===== config.mk =====
export PLATFORM = sky130hd
export DESIGN_NAME = permutation_unrolled
export DESIGN_NICKNAME = d
export VERILOG_FILES = /design/src/rtl/ascon_pack.sv /design/src/rtl/ascon_round.sv /design/src/rtl/diffusion_layer.sv /design/src/rtl/substitution.sv /design/src/rtl/permutation_unrolled.sv
export SDC_FILE = /design/constraint.sdc
export NUM_CORES = 2
export LEC_CHECK = 0
export BUFFER_PORTS_ARGS = -buffer_cell sky130_fd_sc_hd__buf_4
export CAP_MARGIN = 20
export CORE_AREA = 2 2 256 258
export CTS_BUF_LIST = sky130_fd_sc_hd__clkbuf_4 sky130_fd_sc_hd__clkbuf_8
export DETAILED_ROUTE_END_ITERATION = 16
export DIE_AREA = 0 0 258 260
export HOLD_SLACK_MARGIN = 0.02
export PLACE_DENSITY = 0.7
export SLEW_MARGIN = 20
export SYNTH_ARGS = -nofsm -noshare
export SYNTH_HDL_FRONTEND = slang
export SYNTH_SLANG_ARGS = --single-unit

===== constraint.sdc =====
create_clock -name clock_i -period 3.8 [get_ports clock_i]
set_input_delay 0.76 -clock clock_i [delete_from_list [all_inputs] [get_ports clock_i]]
set_output_delay 0.76 -clock clock_i [all_outputs]
set_load 0.005 [all_outputs]

===== src/rtl/ascon_pack.sv =====
// Shared types, constants and helpers for the Ascon permutation core.
package ascon_pack;

  localparam int unsigned ROUND_MAX = 12;
  localparam int unsigned STATE_W   = 320;
  localparam int unsigned WORD_W    = 64;

  typedef logic [STATE_W-1:0] type_state;

  typedef enum logic [1:0] {
    IDLE,
    RUN,
    DONE
  } fsm_state_t;

  // Round constants, indexed by absolute round number 0..11.
  localparam logic [0:ROUND_MAX-1][7:0] C = {
    8'hf0, 8'he1, 8'hd2, 8'hc3, 8'hb4, 8'ha5,
    8'h96, 8'h87, 8'h78, 8'h69, 8'h5a, 8'h4b
  };

  function automatic logic [WORD_W-1:0] ror64(input logic [WORD_W-1:0] v, input int unsigned k);
    return (v >> k) | (v << (WORD_W - k));
  endfunction

endpackage


===== src/rtl/ascon_round.sv =====
// One combinational Ascon round; passes the state through when disabled.
module ascon_round
  import ascon_pack::*;
(
  input  type_state  state,
  input  logic [3:0] round,
  input  logic       enable,
  output type_state  result
);

  logic [7:0] rc;
  type_state  added;
  type_state  subbed;
  type_state  diffused;

  // Out-of-range indices only occur on disabled slots; force a zero constant there.
  assign rc    = (round < 4'(ROUND_MAX)) ? C[round] : 8'h00;
  assign added = state ^ {184'h0, rc, 128'h0};

  substitution u_sub (
    .state  (added),
    .result (subbed)
  );

  diffusion_layer u_dif (
    .state  (subbed),
    .result (diffused)
  );

  assign result = enable ? diffused : state;

endmodule


===== src/rtl/diffusion_layer.sv =====
// Ascon linear diffusion: each word XORed with two rotations of itself.
module diffusion_layer
  import ascon_pack::*;
(
  input  type_state state,
  output type_state result
);

  logic [WORD_W-1:0] x0, x1, x2, x3, x4;

  assign x0 = state[319:256];
  assign x1 = state[255:192];
  assign x2 = state[191:128];
  assign x3 = state[127:64];
  assign x4 = state[63:0];

  assign result = {
    x0 ^ ror64(x0, 19) ^ ror64(x0, 28),
    x1 ^ ror64(x1, 61) ^ ror64(x1, 39),
    x2 ^ ror64(x2, 1)  ^ ror64(x2, 6),
    x3 ^ ror64(x3, 10) ^ ror64(x3, 17),
    x4 ^ ror64(x4, 7)  ^ ror64(x4, 41)
  };

endmodule


===== src/rtl/substitution.sv =====
// Bitsliced 5-bit Ascon S-box applied to all 64 columns of the state.
module substitution
  import ascon_pack::*;
(
  input  type_state state,
  output type_state result
);

  logic [WORD_W-1:0] x0, x1, x2, x3, x4;
  logic [WORD_W-1:0] t0, t1, t2, t3, t4;

  always_comb begin
    x0 = state[319:256];
    x1 = state[255:192];
    x2 = state[191:128];
    x3 = state[127:64];
    x4 = state[63:0];
    x0 = x0 ^ x4;
    x4 = x4 ^ x3;
    x2 = x2 ^ x1;
    t0 = ~x0 & x1;
    t1 = ~x1 & x2;
    t2 = ~x2 & x3;
    t3 = ~x3 & x4;
    t4 = ~x4 & x0;
    x0 = x0 ^ t1;
    x1 = x1 ^ t2;
    x2 = x2 ^ t3;
    x3 = x3 ^ t4;
    x4 = x4 ^ t0;
    x1 = x1 ^ x0;
    x0 = x0 ^ x4;
    x3 = x3 ^ x2;
    x2 = ~x2;
    result = {x0, x1, x2, x3, x4};
  end

endmodule


===== src/rtl/permutation_unrolled.sv =====
// Iterative Ascon p^n engine computing UNROLL rounds per clock cycle.
module permutation_unrolled
  import ascon_pack::*;
#(
  parameter int unsigned UNROLL = 1
) (
  input  logic       clock_i,
  input  logic       resetb_i,
  input  logic       start_i,
  input  logic [3:0] rounds_i,
  input  type_state  state_i,
  input  logic       ack_i,
  output logic       ready_o,
  output logic       busy_o,
  output logic       valid_o,
  output type_state  state_o,
  output logic       err_o
);

  fsm_state_t fsm_q, fsm_d;
  logic [3:0] r_q, r_d;
  type_state  state_q, state_d;
  logic       err_q, err_d;
  logic [4:0] r_sum;
  type_state  chain [0:UNROLL];

  assign chain[0] = state_q;
  assign r_sum    = 5'(r_q) + 5'(UNROLL);

  // Chain of round slots; slot k handles absolute round r+k while it is <= 11.
  for (genvar k = 0; k < UNROLL; k++) begin : g_slot
    logic [4:0] idx;
    assign idx = 5'(r_q) + 5'(k);
    ascon_round u_round (
      .state  (chain[k]),
      .round  (4'(idx)),
      .enable (idx <= 5'(ROUND_MAX - 1)),
      .result (chain[k+1])
    );
  end

  always_ff @(posedge clock_i or negedge resetb_i) begin
    if (!resetb_i) begin
      fsm_q   <= IDLE;
      r_q     <= 4'd0;
      state_q <= '0;
      err_q   <= 1'b0;
    end else begin
      fsm_q   <= fsm_d;
      r_q     <= r_d;
      state_q <= state_d;
      err_q   <= err_d;
    end
  end

  always_comb begin
    fsm_d   = fsm_q;
    r_d     = r_q;
    state_d = state_q;
    err_d   = 1'b0;
    case (fsm_q)
      IDLE: begin
        if (start_i) begin
          if (rounds_i >= 4'd1 && rounds_i <= 4'(ROUND_MAX)) begin
            state_d = state_i;
            r_d     = 4'(ROUND_MAX) - rounds_i;
            fsm_d   = RUN;
          end else begin
            err_d = 1'b1;
          end
        end
      end
      RUN: begin
        state_d = chain[UNROLL];
        if (r_sum >= 5'(ROUND_MAX)) begin
          r_d   = 4'(ROUND_MAX);
          fsm_d = DONE;
        end else begin
          r_d = r_sum[3:0];
        end
      end
      DONE: begin
        if (ack_i) fsm_d = IDLE;
      end
      default: fsm_d = IDLE;
    endcase
  end

  assign ready_o = (fsm_q == IDLE);
  assign busy_o  = (fsm_q == RUN);
  assign valid_o = (fsm_q == DONE);
  assign state_o = state_q;
  assign err_o   = err_q;

endmodule


==> impl_metrics.toml <==
[run_status]
status = "complete, no violations"

[synthesis]
synth_area_leader_cell = "dfrtp_1"
synthFlopType = "dfrtp_1"
ys_warn_count = 0
synth_seq_cells = 327
async_flop_share_pct = 100.0
synth_fp_nets = 3654
synthTopCellsByArea = "dfrtp_1 (27%), xnor2_1 (16%), xnor3_1 (13%), xor2_1 (6.9%), ha_1 (5.5%)"
synthTopCellsByCount = "xnor2_1 (543), dfrtp_1 (327), a21oi_1 (324)"
synth_edf_count = 0
ys_seq_area_share_pct = 27.11
synthDistinctLibCells = 50
synthMostInstantiatedCell = "xnor2_1"
synth.top_cell.area_share_pct = 27.11
synth_area_um2 = 30180
syn_area_per_cell_um2 = 9.452
synthCells = 3193

[run]
drv_cap = 0

[clock_network]
cts_sinks = 327
cts_tree = "done"
cts_buffers = 67
clk_pin_slew_ns = 0.06
root_buffer = "clkbuf_8"
worstSkewPairLatency_ns = 0.69
postCtsHoldBufs = 0
cts_resized = 0
cts_setup_buffers = 0
h-tree-depth = 3
cts_buffer_depth = 3

[placement]
dpl.hpwl_mm = 119.8
port_buffers = 651
dpl.cell_count = 4679
routabilityCongestion = 1.098

[timing]
setup_viol = 0
setup_tns_ns = 0
min_period_ns = 3.044
finClkSkew_ns = 0.03330
fmax_mhz = 328.5
drv_slew = 0
grt_setup_unrepaired = "false"
post-route-period-util_pct = 80.10
hold_violations = 0
worst_hold_slack_ns = 0.03717
worstMarginPinSlew_ns = 1.178
slew_headroom_pct = 20.93

[die]
die_area_um2 = 67080
die_h_um = 260
coreArea_um2 = 64120
start_util_pct = 47.07
rows = 93
die_width_um = 258
io_pins = 652

[route]
vias = 28320
ant_nets = 0
firstDrtPassIters = 6
vias_per_cell = 5.897
drt-total-wl_mm = 146.7
drt-initial-drc-count = 3737
wl_per_cell_um = 30.56
drcViolationCount = 0

[setup_path]
worst-r2r-cell-count = 7
cp-start-kind = "register"
regToRegEndpoint = "state_o[97]$_DFFE_PN0P_"
required_ns = 3.04
reg2reg_slack_ns = 0.80
crit_arrival_ns = 2.28
worstSetupPathType = "reg -> out"
regToRegStartpoint = "state_o[242]$_DFFE_PN0P_"
end_kind = "output pin"
cp_max_fo = 44

[finish]
layout-drive-gt1-share_pct = 23.88
fin_util_pct = 59.19
nets = 4354
fin_cells = 4802
syn2layout_area_growth_pct = 25.74

[global_routing]
track_usage_pct = 42.61
grt_pass1_vias = 27050
grt_pass1_wl_mm = 201.0
antenna_found_initial = 7
grt-ovfl-total = 0
grt_max_degree = 192

[worst_hold_path]
hp-class = "in -> async"
-- through the flow --
step / instance area [um^2] / worst slack (ns)
final: 37950 / 0.7561
after detailed placement: 36470 / 0.5611
after CTS: 37930 / 0.7993
after global routing: 37940 / 0.7042
after global placement: 36470 / 0.6182
after floorplan: 30180 / 1.234
-- per-layer routing --
layer	vias up	global-route usage [%]	part of all wire, %
met5	-	0	0.0089
met4	2	26.20	7.2
met3	443	13.07	12
met2	1866	65.35	44
met1	13870	52.60	37
li1	12140	-	-
-- cell usage in the layout (no fill, tap or decap), types with 57 or more instances in the layout --
cell type	n
xnor2_1	542
inv_1	196
o21a_1	57
a21oi_1	324
o22ai_1	65
dfrtp_1	327
xor2_1	239
nand2_1	274
maj3_1	63
ha_1	133
clkbuf_8	88
o21ai_0	163
nor2_1	255
xnor3_1	171
buf_4	759
-- cell families (layout without fill, tap and decap cells) --
group | Yosys count | in the layout | share of synthesized area, %
xor+xnor | 980 | 980 | 37.51
compound gates | 721 | 721 | 13.99
simple gates | 612 | 612 | 8.109
buf+inv | 341 | 1088 | 5.132
flops | 327 | 327 | 27.11
fa+ha+maj | 196 | 196 | 7.603
mux | 16 | 16 | 0.5431
other cells | 0 | 7 | 0
-- registers in the layout, summed over array words and instances (netlist names) --
register and flops:
state_o 320, fsm_q 2, r_q 4, err_o 1
-- layout make-up --
cell class | instances | area [um^2]
Antenna cell | 7 | 17.52
Timing Repair Buffer | 775 | 6013
Tap cell | 855 | 1070
Clock buffer | 107 | 1354
Inverter | 197 | 742.0
Clock inverter | 9 | 103.9
Sequential cell | 327 | 8183
Fill cell | 5774 | 26170
Multi-Input combinational cell | 2525 | 20470
-- critical path, stage by stage, from the launching register on --
cell	delay (ns)
dfrtp_1	0.70
nand2_4	0.16
inv_4	0.52
buf_4	0.22
-- worst max path at each step --
stage                               from                       end  slack, ns  depth (start not counted)
finish              fsm_q[0]$_DFFE_PN0P_                    busy_o       0.76                          3
global route        fsm_q[0]$_DFFE_PN0P_                    busy_o       0.70                          3
CTS                 fsm_q[0]$_DFFE_PN0P_                    busy_o       0.80                          3
detailed placement           rounds_i[1]  state_o[219]$_DFFE_PN0P_       0.56                         10
global placement             rounds_i[1]  state_o[219]$_DFFE_PN0P_       0.62                         10
floorplan                    rounds_i[1]  state_o[224]$_DFFE_PN0P_       1.23                         10
Power is left out: the tool's default activity adds up to more than one toggle a clock period on the data nets, which glitch-free logic cannot reach.
